### src/rtl/port_uart_pkg.sv
// Shared types and line levels for the port B UART transmitter.
package port_uart_pkg;

   typedef enum logic [1:0] {IDLE, START, DATA, STOP} tx_state_t;

   localparam logic UART_IDLE_LVL  = 1'b1;
   localparam logic UART_START_LVL = 1'b0;

endpackage

### src/rtl/port_b_uart_tx_fifo.sv
// Small synchronous byte FIFO; pointers carry one extra bit so count can reach DEPTH.
module byte_fifo #(
   parameter int DEPTH = 4
) (
   input  logic                    clk,
   input  logic                    rst,
   input  logic                    push,
   input  logic                    pop,
   input  logic [7:0]              din,
   output logic [7:0]              dout,
   output logic [$clog2(DEPTH):0]  count,
   output logic                    full,
   output logic                    empty
);

   localparam int AW = $clog2(DEPTH);

   logic [7:0]  mem [DEPTH];
   logic [AW:0] wr_ptr;
   logic [AW:0] rd_ptr;

   always_ff @(posedge clk) begin
      if (push) begin
         mem[wr_ptr[AW-1:0]] <= din;
      end
   end

   always_ff @(posedge clk) begin
      if (rst) begin
         wr_ptr <= '0;
         rd_ptr <= '0;
      end else begin
         if (push) begin
            wr_ptr <= wr_ptr + (AW+1)'(1);
         end
         if (pop) begin
            rd_ptr <= rd_ptr + (AW+1)'(1);
         end
      end
   end

   assign dout  = mem[rd_ptr[AW-1:0]];
   assign count = wr_ptr - rd_ptr;
   assign full  = (count == (AW+1)'(DEPTH));
   assign empty = (count == '0);

endmodule

### src/rtl/port_b_uart_tx.sv
// Captures CPU port B writes into a byte FIFO and shifts them out as UART 8N1.
module port_b_uart_tx
   import port_uart_pkg::*;
#(
   parameter int CLKS_PER_BIT = 434,
   parameter int FIFO_DEPTH   = 4
) (
   input  logic                          clk,
   input  logic                          rst,
   input  logic                          wr_en,
   input  logic [7:0]                    wr_data,
   input  logic                          clr_ovf,
   output logic                          tx,
   output logic                          busy,
   output logic [$clog2(FIFO_DEPTH):0]   fifo_count,
   output logic                          fifo_full,
   output logic                          overflow
);

   localparam int BW = $clog2(CLKS_PER_BIT);
   localparam logic [BW-1:0] BAUD_LAST = BW'(CLKS_PER_BIT - 1);

   tx_state_t   state;
   logic [BW-1:0] baud;
   logic [2:0]  bit_idx;
   logic [7:0]  shift;
   logic [7:0]  fifo_dout;
   logic        fifo_empty;
   logic        push;
   logic        pop;
   logic        baud_done;

   // Handshake: wr_en is a valid with no ready (the CPU cannot stall). A byte is
   // taken whenever push is high, which includes a full FIFO that is popping in
   // the same cycle; otherwise the byte is dropped and overflow latches.
   assign pop       = (state == IDLE) && !fifo_empty;
   assign push      = wr_en && (!fifo_full || pop);
   assign baud_done = (baud == BAUD_LAST);

   byte_fifo #(
      .DEPTH (FIFO_DEPTH)
   ) u_fifo (
      .clk   (clk),
      .rst   (rst),
      .push  (push),
      .pop   (pop),
      .din   (wr_data),
      .dout  (fifo_dout),
      .count (fifo_count),
      .full  (fifo_full),
      .empty (fifo_empty)
   );

   // A dropped write beats a same-cycle clear so no loss goes unreported.
   always_ff @(posedge clk) begin
      if (rst) begin
         overflow <= 1'b0;
      end else if (wr_en && fifo_full && !pop) begin
         overflow <= 1'b1;
      end else if (clr_ovf) begin
         overflow <= 1'b0;
      end
   end

   always_ff @(posedge clk) begin
      if (rst) begin
         state   <= IDLE;
         baud    <= '0;
         bit_idx <= '0;
         shift   <= '0;
         tx      <= UART_IDLE_LVL;
         busy    <= 1'b0;
      end else begin
         case (state)
            IDLE: begin
               tx <= UART_IDLE_LVL;
               if (pop) begin
                  shift <= fifo_dout;
                  baud  <= '0;
                  state <= START;
                  tx    <= UART_START_LVL;
                  busy  <= 1'b1;
               end
            end
            START: begin
               if (baud_done) begin
                  baud    <= '0;
                  bit_idx <= '0;
                  state   <= DATA;
                  tx      <= shift[0];
               end else begin
                  baud <= baud + BW'(1);
               end
            end
            DATA: begin
               if (baud_done) begin
                  baud <= '0;
                  if (bit_idx == 3'd7) begin
                     state <= STOP;
                     tx    <= UART_IDLE_LVL;
                  end else begin
                     shift   <= shift >> 1;
                     bit_idx <= bit_idx + 3'd1;
                     tx      <= shift[1];
                  end
               end else begin
                  baud <= baud + BW'(1);
               end
            end
            STOP: begin
               if (baud_done) begin
                  baud  <= '0;
                  state <= IDLE;
                  busy  <= 1'b0;
                  tx    <= UART_IDLE_LVL;
               end else begin
                  baud <= baud + BW'(1);
               end
            end
            default: begin
               state <= IDLE;
               tx    <= UART_IDLE_LVL;
               busy  <= 1'b0;
            end
         endcase
      end
   end

endmodule

### config.mk
export PLATFORM = sky130hd
export DESIGN_NAME = port_b_uart_tx
export DESIGN_NICKNAME = d
export VERILOG_FILES = /design/src/rtl/port_uart_pkg.sv /design/src/rtl/port_b_uart_tx_fifo.sv /design/src/rtl/port_b_uart_tx.sv
export SDC_FILE = /design/constraint.sdc
export NUM_CORES = 1
export LEC_CHECK = 0
export ABC_AREA = 1
export BUFFER_PORTS_ARGS = -buffer_cell sky130_fd_sc_hd__clkbuf_2
export CORE_MARGIN = 2
export CORE_UTILIZATION = 60
export DETAILED_ROUTE_END_ITERATION = 12
export GPL_TIMING_DRIVEN = 0
export PLACE_DENSITY_LB_ADDON = 0.3
export SYNTH_ARGS = -nofsm -noshare
export SYNTH_HDL_FRONTEND = slang
export SYNTH_SLANG_ARGS = --single-unit
### constraint.sdc
create_clock -name clk -period 2.5 [get_ports clk]
set_input_delay 0.375 -clock clk [delete_from_list [all_inputs] [get_ports clk]]
set_output_delay 0.375 -clock clk [all_outputs]
set_load 0.03 [all_outputs]
Word level (Yosys, flattened, before mapping)
Memory sizes are Yosys's and may differ from the RTL's. A register that Yosys moved wholly into a read port is not among the register bits.
Index checks and enable logic that the tools add are counted.
{"block": "word_totals", "latch_bits": 0, "reg_bits": 31, "input_bits": 12, "word_cells": 79, "ram_bits": 32, "romBits": 0, "n_memories": 1}
{"memory": "u_fifo.mem", "words": 4, "width": 8, "read_ports": 1, "rd_ports_with_merged_regs": 1, "wr": 1, "line_no": "port_b_uart_tx_fifo.sv:18", "source": "logic [7:0] mem [DEPTH];"}
{"block": "classes", "n_div": 0, "mux": 32, "eq_ne": 12, "addsub": 5, "n_shift": 0, "n_reduce_logical": 20, "bitwise_logic": 0, "n_mul": 0, "order_cmp": 0}
{"cell": "8-bit 2-to-1 mux", "n": 3}
{"cell": "9-bit 2-to-1 mux", "n": 2}
{"cell": "9-bit one-hot mux with 2 select lines", "n": 1}
{"cell": "8-bit one-hot mux with 2 select lines", "n": 1}
{"cell": "2-bit 2-to-1 mux", "n": 7}
{"cell": "2-bit inequality test (second input constant)", "n": 6}
{"cell": "1-bit 2-to-1 mux", "n": 11}
{"cell": "3-bit by 1-bit adder with 3-bit output (second input constant)", "n": 3}
{"cell": "9-bit by 1-bit adder with 9-bit output (second input constant)", "n": 1}
{"cell": "9-bit == test (second input constant)", "n": 1}
{"cell": "3-bit 2-to-1 mux", "n": 3}
{"cell": "2-bit one-hot mux with 4 select lines", "n": 1}
{"cell": "4-bit AND reduction", "n": 2}
{"cell": "2-bit nonzero test", "n": 4}
{"cell": "3-bit == test (second input constant)", "n": 2}
{"cell": "3-bit one-hot mux with 2 select lines", "n": 1}
{"cell": "3-bit AND reduction", "n": 2}
{"cell": "5-bit AND reduction", "n": 1}
{"cell": "2-bit == test (second input constant)", "n": 2}
{"cell": "1-bit logical AND", "n": 4}
{"cell": "1-bit one-hot mux with 4 select lines", "n": 1}
{"cell": "1-bit zero test", "n": 3}
{"cell": "3-bit zero test", "n": 1}
{"cell": "3-bit OR reduction", "n": 1}
{"cell": "5 further kinds", "n": 5}

Logic depth before layout (Yosys ltp)
Gate-level depths: netlist of the first run.
{"block": "logic_depth", "depth_word": 8, "mapped_depth": 14, "mapped_depth_nobuf": 14}

Cells and area by module
A second synthesis of the first run with hierarchy kept.
{"block": "hier_totals", "cells_unflattened": 371, "hier_area_um2": 3258.1}
{"mod": "byte_fifo", "cells_each": 157, "seq_area_each_um2": 1121.1, "instances": 1, "area_per_inst_um2": 1744.2}
{"mod": "port_b_uart_tx", "cells_each": 214, "seq_area_each_um2": 500.5, "instances": 1, "area_per_inst_um2": 1514.0}

Least setup slack after synthesis of the first run
OpenSTA, ideal clock, no wires.
{"block": "synth_timing", "path_kind": "register to register", "start": "register u_fifo.wr_ptr[0]", "end": "memory u_fifo.mem[0][0] (enable)", "arrival_time_ps": 2035, "n_path_buf": 0, "stages_incl_launch_ff": 9, "path_slack_ps": 95, "cell_sequence": "dfxtp_1 inv_1 ha_1 fa_1 nand3_1 nand2_1 nand3_1 nand2_1 nor2_1"}
{"block": "synth_between", "elab_chain_cells": 8, "elab_cells_between_ends": 10, "cone_classes": "add/sub (1); eq/ne (1); mux (2); reduce/logical (6)"}
{"item": "start: declaration", "line_no": "port_b_uart_tx_fifo.sv:19", "source": "logic [AW:0] wr_ptr;"}
{"item": "start signal: assignment", "line_no": "port_b_uart_tx_fifo.sv:34", "source": "wr_ptr <= wr_ptr + (AW+1)'(1);"}
{"item": "3-bit subtractor (*)", "line_no": "port_b_uart_tx_fifo.sv:43", "source": "assign count = wr_ptr - rd_ptr;"}
{"item": "named net fifo_count[2]", "line_no": "port_b_uart_tx.sv:15", "source": "output logic [$clog2(FIFO_DEPTH):0] fifo_count,"}
{"item": "3-bit zero test", "line_no": "port_b_uart_tx_fifo.sv:45", "source": "assign empty = (count == '0);"}
{"item": "1-bit zero test", "line_no": "port_b_uart_tx.sv:36", "source": "assign pop = (state == IDLE) && !fifo_empty;"}
{"item": "1-bit logical AND", "line_no": "port_b_uart_tx.sv:36"}
{"item": "1-bit logical OR (*)", "line_no": "port_b_uart_tx.sv:37", "source": "assign push = wr_en && (!fifo_full || pop);"}
{"item": "1-bit logical AND (*)", "line_no": "port_b_uart_tx.sv:37"}
{"item": "1-bit 2-to-1 mux (*)", "line_no": "port_b_uart_tx_fifo.sv:23", "source": "if (push) begin"}
{"item": "1-bit 2-to-1 mux (implied by the code) (*)", "line_no": "port_b_uart_tx_fifo.sv:24", "source": "mem[wr_ptr[AW-1:0]] <= din;"}
{"item": "end: declaration", "line_no": "port_b_uart_tx_fifo.sv:18"}
The timed path passes the listed nets; every way through them passes the cells marked *.

Final worst setup path of the first run
{"block": "layout_timing", "start": "register u_fifo.wr_ptr[0]", "end": "memory u_fifo.mem[0][0] (enable)"}
{"block": "layout_between", "elab_chain_cells": 8, "elab_cells_between_ends": 10, "cone_classes": "add/sub (1); eq/ne (1); mux (2); reduce/logical (6)"}
{"item": "3-bit subtractor", "line_no": "port_b_uart_tx_fifo.sv:43"}
{"item": "3-bit zero test", "line_no": "port_b_uart_tx_fifo.sv:45"}
{"item": "1-bit zero test", "line_no": "port_b_uart_tx.sv:36"}
{"item": "1-bit logical AND", "line_no": "port_b_uart_tx.sv:36"}
{"item": "1-bit logical OR", "line_no": "port_b_uart_tx.sv:37"}
{"item": "1-bit logical AND", "line_no": "port_b_uart_tx.sv:37"}
{"item": "1-bit 2-to-1 mux", "line_no": "port_b_uart_tx_fifo.sv:23"}
{"item": "1-bit 2-to-1 mux (implied by the code)", "line_no": "port_b_uart_tx_fifo.sv:24"}
Parallel ways exist; a longest one is shown, timed or not.

==> results.toml, run 1 <==
[timing]
finClkSkew_ns = 0.00562
slew_violations = 0
worst_slew_pin_slew_ns = 0.601
fin_crit_ns = 2.48
fin_tns_setup_ns = 0
hold_viol = 0
setup_violations = 0
rsz0062_at_grt = "yes"
fin_ws_ns = 0.0162
timing.fmax_mhz = 403
timing.final.crit_share_pct = 99.4
slew_headroom_pct = 59.9
whs_ns = 0.218

[placement]
io_buffers = 18
gp_congestion = 0.872
pre_cts_ws_ns = -0.239
hpwl_um = 4410

[worst_setup_path]
crit_type = "flop to flop"
r2r_start = "u_fifo.wr_ptr[0]"
worstSetupStartpointType = "flop"
r2r_cells = 8
cp-startpoint = "u_fifo.wr_ptr[0]"
crit_path_end_kind = "flop"
r2r_slack_ns = 0.02
worstSetupEndpoint = "u_fifo.mem[0][0]"
timing.rr.end = "u_fifo.mem[0][0]"
worstPathRequired_ns = 2.49
worstPathArrival_ns = 2.47
worstPathMaxFanout = 8

[global_route]
antenna_found_initial = 0
grt_pass1_vias = 2469
grt_util_all_layers_pct = 24.3
grt_pass1_wl_um = 11100
gr-total-overflow = 0
grt_max_degree = 13

[synth]
yosys_register_bits = 65
synth-seq-area-share_pct = 51.1
synth_cells = 386
synth.top_cells.by_area = "edfxtp_1, dfxtp_1, nand2_1, nor2_1, ha_1"
avgSynthCellArea_um2 = 8.21
async_reset_ff_share_pct = 0
yosys.area.top_type = "edfxtp_1"
synth_area_um2 = 3170
synth.net_count = 413
ys_warn_count = 0
synth_top_area_share_pct = 30.3
synth_edf_count = 32
ys_types = 32
ys.flop_type = "dfxtp_1"

[power_and_ir_drop]
switching_share_pct = 41.6
p_total_mw = 3.93
clkPwrFrac_pct = 22.5
power.density_nw_per_um2 = 1100
seqPwrFrac_pct = 35.1
power_frac_comb_pct = 42.4
vdd_drop_max_v = 0.000731
power_switching_mw = 1.63
p_int_mw = 2.30
power_leakage_nw = 1.57

[routing]
drtAntennaViolNets = 0
drt-wirelength-per-cell_um = 13.1
drt_wl_total_um = 6420
firstDrtPassIters = 5
drc = 0
vias = 2558
drtIter0Drc = 278
via_per_inst = 5.22

[floorplan]
start_util_pct = 62.1
die_w_um = 76.7
coreArea_um2 = 5110
rows = 26
die_y_um = 76.7
fp.dieArea_um2 = 5880
boundaryPins = 19

[layout]
syn2layout_area_growth_pct = 12.4
drive_gt1_share_pct = 14.5
layout_commonest_cell = "nand2_1"
antenna_cells = 0
fin_util_pct = 69.8
nets = 442
mostFrequentLayoutCells = "nand2_1, nor2_1, inv_1"

[clock_tree]
clk_path_buf_depth = 2
clk_latency_ns = 0.35
clockRootBuffer = "clkbuf_8"
hold_buffers = 0
htreeDepth = 3
numCtsBuffers = 9
cts.sinks = 65
clkSlewWorstSetupHoldPaths_ns = 0.07
cts_setup_buffers = 0
cts_tree = "yes"

[outcome]
outcome = "complete, no violations"

[flow_run]
max_cap_viol_count = 0

[min_path]
hold_class = "input pin to flop"
-- registers in the layout, summed over array words and instances (netlist names), named ones only --
register / flops
u_fifo.mem: 32
u_fifo.wr_ptr: 3
shift: 8
state: 2
overflow: 1
tx: 1
u_fifo.rd_ptr: 3
baud: 9
bit_idx: 3
busy: 1
-- repair_timing --
action	in CTS	in global routing
pin swaps	1	0
resized for setup	8	0
setup endpoints to repair	33	25
-- worst max-delay path, stage by stage (launching register included) --
cell and delay (ns):
dfxtp_2 0.37, inv_1 0.09, ha_1 0.20, fa_2 0.43, nand2_1 0.09, inv_1 0.09
nand3_1 0.16, nand2_1 0.24, nor2_2 0.46
-- through the flow --
stage | area, um2 | std cells
after global placement | 3350 | 474
after global routing | 3560 | 490
final | 3560 | 490
after detailed placement | 3350 | 474
after CTS | 3560 | 490
after floorplan | 3170 | 386
-- power groups by stage --
stage | Combinational [mW] | Clock, mW | Sequential, mW
2_1_floorplan | 1.24 | 0 | 1.41
3_3_place_gp | 1.59 | 0 | 1.39
3_5_place_dp | 1.63 | 0 | 1.40
4_1_cts | 1.65 | 0.891 | 1.38
5_1_grt | 1.90 | 0.945 | 1.40
6_report | 1.67 | 0.885 | 1.38
-- area by class of cell --
cell class | instances | area, um2
buffer | 12 | 60.1
timing repair buffer | 18 | 92.6
fill | 406 | 1540
clock inverter | 7 | 70.1
tap | 70 | 87.6
inverter | 46 | 173
multi-input combinational | 263 | 1330
clock buffer | 9 | 124
sequential | 65 | 1620
-- routing by layer --
metal  track usage, %  part of all wire, %  vias to the layer above
li1                 -                    -                     1299
met1             32.0                   46                     1149
met2             36.6                   45                       93
met3             6.00                  6.2                       17
met4             14.0                  2.6                        0
met5                0                    0                        -
-- how the worst min path moves through the flow --
stage	start	endpoint	slack, ns	depth (start not counted)
2_1_floorplan	rst	bit_idx[2]	0.45	1
3_3_place_gp	busy	busy	0.45	2
3_5_place_dp	busy	busy	0.46	2
4_1_cts	rst	bit_idx[2]	0.22	2
5_1_grt	rst	bit_idx[2]	0.23	2
6_report	rst	bit_idx[2]	0.22	2
-- cells by family (layout without fill, tap and decap cells) --
group | after synthesis | in the layout | synth area share, %
buffers and inverters | 58 | 92 | 7.34
DFF | 65 | 65 | 51.1
adders and majority gates | 15 | 15 | 6.16
xor gates and xnor gates | 2 | 2 | 0.553
AOI/OAI and AO/OA | 51 | 51 | 8.68
and+or+nand+nor | 195 | 195 | 26.1
-- Yosys cell counts, types with 3 or more instances --
library cell,n
a21oi_1,18
buf_2,6
clkbuf_1,4
dfxtp_1,33
edfxtp_1,32
ha_1,14
inv_1,42
inv_2,4
nand2_1,85
nand2_2,5
nand3_1,25
nand4_1,3
nor2_1,67
o21ai_0,27
Note: power is estimated with default switching activity, not from simulation.
==> inputs of run 2 (changes only) <==
--- a/config.mk
+++ b/config.mk
@@ -12,6 +12,7 @@
 export DETAILED_ROUTE_END_ITERATION = 12
 export GPL_TIMING_DRIVEN = 0
 export PLACE_DENSITY_LB_ADDON = 0.3
+export RECOVER_POWER = 100
 export SYNTH_ARGS = -nofsm -noshare
 export SYNTH_HDL_FRONTEND = slang
 export SYNTH_SLANG_ARGS = --single-unit
==> run 2 against run 1 <==
Effect of this change: count of clock-buffer cells in the layout unchanged; via count increased by 0.43%; sequential power about the same; register-to-register slack about the same; clock power about the same; die area unchanged.
==> results.toml, run 2 (same netlist as run 1, synthesis figures left out) <==
[outcome]
outcome = "complete, no violations"

[routing]
drtAntennaViolNets = 0
drc = 0
drtIter0Drc = 281
via_per_inst = 5.24
vias = 2569
drt-wirelength-per-cell_um = 13.0
firstDrtPassIters = 5
drt_wl_total_um = 6380

[global_route]
gr-usage-met2_pct = 36.6
grt_util_all_layers_pct = 24.3
antenna_found_initial = 0
grt_max_degree = 13
grt.busiest_layer = "met2"
grt_pass1_vias = 2469
gr-usage-met1_pct = 32.0
gr-total-overflow = 0
grt_pass1_wl_um = 11100
met3_usage_pct = 6.00

[power_and_ir_drop]
vdd_drop_max_v = 0.000727
power.density_nw_per_um2 = 1100
power_leakage_nw = 1.52

[clock_tree]
clkSlewWorstSetupHoldPaths_ns = 0.07
cts_tree = "yes"
cts_setup_buffers = 0
cts.sinks = 65
htreeDepth = 3
clk_latency_ns = 0.35
clk_path_buf_depth = 2
clockRootBuffer = "clkbuf_8"
numCtsBuffers = 9
hold_buffers = 0

[layout]
antenna_cells = 0
layout_commonest_cell = "nand2_1"
fin_util_pct = 69.1
fin_cells = 490
drive_gt1_share_pct = 10.0
largest_register_ffs = 32
nets = 442
mostFrequentLayoutCells = "nand2_1, nor2_1, inv_1"
syn2layout_area_growth_pct = 11.2

[worst_setup_path]
cpPeakStageDelay_ns = 0.45
crit_type = "flop to flop"
worstPathRequired_ns = 2.49
cp_cell_sequence = "inv_1 -> ha_1 -> fa_2 -> nand2_1 -> inv_1 -> nand3_1 -> nand2_1 -> nor2_2"
worstPathMaxFanout = 8
worstSetupStartpointType = "flop"
r2r_cells = 8
worstPathArrival_ns = 2.46
timing.rr.end = "u_fifo.mem[2][7]"
r2r_start = "u_fifo.wr_ptr[0]"
crit_path_end_kind = "flop"
r2r_slack_ns = 0.03
cpMaxStageDelayCell = "nor2_2"

[timing]
fin_crit_ns = 2.47
worst_slew_pin_slew_ns = 0.589
slew_violations = 0
rsz0062_at_grt = "yes"
timing.final.crit_share_pct = 98.8
setup_violations = 0
hold_viol = 0
fin_ws_ns = 0.0303
whs_ns = 0.220
finClkSkew_ns = 0.00669
slew_headroom_pct = 60.8
timing.fmax_mhz = 405

[min_path]
holdPathStages = 2
hold_class = "input pin to flop"
holdCritStartpoint = "rst"
min_to = "bit_idx[2]"

[placement]
hpwl_um = 4410
io_buffers = 18
pre_cts_ws_ns = -0.239
dpl.cell_count = 474
gp_congestion = 0.872

[floorplan]
die_w_um = 76.7
coreArea_um2 = 5110
boundaryPins = 19
fp.dieArea_um2 = 5880
rows = 26
start_util_pct = 62.1
die_y_um = 76.7

[flow_run]
max_cap_viol_count = 0
## run 2: cell types whose count changed in the layout (fill, tap and decap cells not counted), sizes merged
cell,change
inv,-1
clkinv,+1
buf,-3
clkbuf,+3
## run 2: power by group
part           switching (mW)  leakage (nW)  total (mW)  internal (mW)
clock network           0.427        0.0893       0.884          0.458
registers              0.0859         0.565        1.38           1.29
logic                    1.10         0.862        1.60          0.496
## run 2: what timing repair did
item                       4_1_cts  5_1_grt
pin swaps                        1        0
setup endpoints to repair       33       25
resized for setup                8        0
hold endpoints to repair         0        0
## run 2: routing by layer
metal	wire (um)	share of wire, %	vias up
li1	-	-	1303
met1	2850	45	1146
met2	2900	45	105
met3	483	7.6	15
met4	146	2.3	0
met5	0	0	-
## run 2: how the worst max path moves through the flow
stage	to	slack, ns	from	cells after the start
after global routing	fifo_full	-0.14	u_fifo.wr_ptr[0]	9
final	u_fifo.mem[2][7]	0.03	u_fifo.wr_ptr[0]	8
after CTS	u_fifo.mem[2][7]	0.03	u_fifo.wr_ptr[0]	8
after detailed placement	u_fifo.mem[3][4]	-0.24	u_fifo.wr_ptr[0]	8
after floorplan	u_fifo.mem[0][0]	0.09	u_fifo.wr_ptr[0]	8
after global placement	u_fifo.mem[2][0]	-0.14	u_fifo.wr_ptr[0]	8
## run 2: cell type report
class                   instances  area (um2)
multi-input cells             263        1320
clock buffers                   9         124
clock inverters                 7        70.1
inverters                      46         173
plain buffers                  12        51.3
repair buffers                 18        75.1
fillers                       420        1580
flip-flops and latches         65        1620
well taps                      70        87.6
## run 2: worst max-delay path: cells and delay by family (launching register included)
family	cells	cell delay, ns
buffers and inverters	2	0.18
and+or+nand+nor	4	0.93
adders and majority gates	2	0.63
DFF	1	0.37
## run 2: metrics by stage
stage	TNS, ns	power [mW]	instance area [um2]
after floorplan	0	2.65	3170
after CTS	0	3.93	3560
after detailed placement	-6.30	3.03	3350
final	0	3.87	3530
after global routing	-2.97	4.18	3530
after global placement	-4.10	2.98	3350
==> inputs of run 3 (changes only) <==
--- a/config.mk
+++ b/config.mk
@@ -11,7 +11,7 @@
 export CORE_UTILIZATION = 60
 export DETAILED_ROUTE_END_ITERATION = 12
 export GPL_TIMING_DRIVEN = 0
-export PLACE_DENSITY_LB_ADDON = 0.3
+export PLACE_DENSITY = 0.76
 export RECOVER_POWER = 100
 export SYNTH_ARGS = -nofsm -noshare
 export SYNTH_HDL_FRONTEND = slang
==> run 3 against run 2 <==
Effect of this change: count of clock-buffer cells in the layout did not move; critical path depth did not move; fmax fell by 1.0%; worst setup slack got worse by 0.025 ns; hold slack improved by 0.0079 ns; cell count did not move; clock skew rose by 0.0021 ns; via count fell by 1.8%; sequential cell count did not move; non-clock buffer count did not move.
==> results.toml, run 3 (same netlist as run 1, synthesis figures left out) <==
[layout]
drive_gt1_share_pct = 11.7
mostFrequentLayoutCells = "nand2_1, nor2_1, inv_1"
design_area_um2 = 3560
fin_cells = 490
multi_input_comb_area_um2 = 1330
syn2layout_area_growth_pct = 12.2
nets = 442
antenna_cells = 0
regArea_um2 = 1630
num-fill-cells = 433
largest_register_ffs = 32
layout_commonest_cell = "nand2_1"

[timing]
slew_violations = 0
fin_tns_setup_ns = 0
fin_ws_ns = 0.00485
worst_slew_pin_slew_ns = 0.561
finClkSkew_ns = 0.00879
rsz0062_at_grt = "yes"
timing.fmax_mhz = 401
whs_ns = 0.228
timing.final.crit_share_pct = 99.8
setup_violations = 0
fin_crit_ns = 2.50
slew_headroom_pct = 62.6
hold_viol = 0

[placement]
hpwl_um = 4370
gp_congestion = 0.849
io_buffers = 18
dpl.cell_count = 474
place_area_um2 = 3350
pre_cts_ws_ns = -0.271

[worst_setup_path]
worstPathRequired_ns = 2.47
worstSetupStartpointType = "flop"
cpPeakStageDelay_ns = 0.47
crit_cells = 8
worstSetupEndpoint = "u_fifo.mem[3][4]"
timing.rr.end = "u_fifo.mem[3][4]"
cp-startpoint = "u_fifo.wr_ptr[0]"
r2r_start = "u_fifo.wr_ptr[0]"
worstPathMaxFanout = 8
cp_cell_sequence = "inv_1 -> ha_1 -> fa_2 -> nand2_1 -> inv_1 -> nand3_1 -> nand2_1 -> nor2_2"
cpMaxStageDelayCell = "nor2_2"
crit_path_end_kind = "flop"
r2r_slack_ns = 0.005
path_buf_inv = 2
crit_family = "simple AND/OR/NAND/NOR gates"
crit_type = "flop to flop"
r2r_cells = 8
worstPathArrival_ns = 2.47

[routing]
drc = 0
vias = 2524
via_per_inst = 5.15
drt-wirelength-per-cell_um = 12.7
drtIter0Drc = 142
firstDrtPassIters = 4
drtAntennaViolNets = 0
drt_wl_total_um = 6210

[floorplan]
rows = 26
die_w_um = 76.7
coreArea_um2 = 5110
boundaryPins = 19
start_util_pct = 62.1
die_y_um = 76.7
fp.dieArea_um2 = 5880

[clock_tree]
clockRootBuffer = "clkbuf_8"
hold_buffers = 0
ctsResizeCount = 6
htreeDepth = 3
cts.sinks = 65
cts_tree = "yes"
clk_latency_ns = 0.34
cts_setup_buffers = 0
numCtsBuffers = 9
clk_path_buf_depth = 2
clkSlewWorstSetupHoldPaths_ns = 0.07

[global_route]
grt_pass1_wl_um = 10900
gr-total-overflow = 0
antenna_found_initial = 0
grt_pass1_vias = 2437
grt_max_degree = 14
grt_util_all_layers_pct = 23.7

[min_path]
holdPathStages = 2
hold_class = "input pin to flop"

[power_and_ir_drop]
power_leakage_nw = 1.54
power.density_nw_per_um2 = 1110
vdd_drop_max_v = 0.000884

[flow_run]
max_cap_viol_count = 0

[outcome]
outcome = "complete, no violations"
-- run 3: cell count changes in the layout (fill, tap and decap cells not counted), sizes merged --
| cell | previous run | this run |
|---|---|---|
| clkinvlp | 3 | 0 |
| clkbuf | 34 | 31 |
| buf | 5 | 8 |
| inv | 46 | 48 |
| clkinv | 3 | 4 |
-- run 3: layout make-up --
class,count,share of cell area [%]
repair buffers,18,2.18
multi-input cells,263,37.4
clock buffers,9,3.48
inverters,46,4.86
well taps,70,2.46
flip-flops and latches,65,45.7
plain buffers,12,1.65
clock inverters,7,2.22
-- run 3: power breakdown --
| group | total, mW | leakage, nW | internal (mW) | switching [mW] |
|---|---|---|---|---|
| logic | 1.66 | 0.875 | 0.536 | 1.12 |
| clock network | 0.899 | 0.104 | 0.470 | 0.429 |
| registers | 1.38 | 0.565 | 1.29 | 0.0832 |
-- run 3: how the worst min path moves through the flow --
stage | startpoint | endpoint | slack, ns
CTS | rst | bit_idx[2] | 0.23
global route | rst | bit_idx[2] | 0.23
detailed placement | busy | busy | 0.46
global placement | busy | busy | 0.45
floorplan | rst | bit_idx[2] | 0.45
finish | rst | bit_idx[2] | 0.23
-- run 3: layer usage --
metal	GRT usage, %	vias up	routed length, um
met3	4.35	11	294
met2	38.2	58	2870
met5	0	-	0
met1	31.1	1154	2940
met4	11.5	0	104
li1	-	1301	-
-- run 3: per-stage QoR --
step                power, mW  util, %
finish                   3.93     69.6
global route             4.27     69.6
CTS                      3.94     69.8
detailed placement       3.03     65.6
global placement         2.99     65.6
floorplan                2.65        -
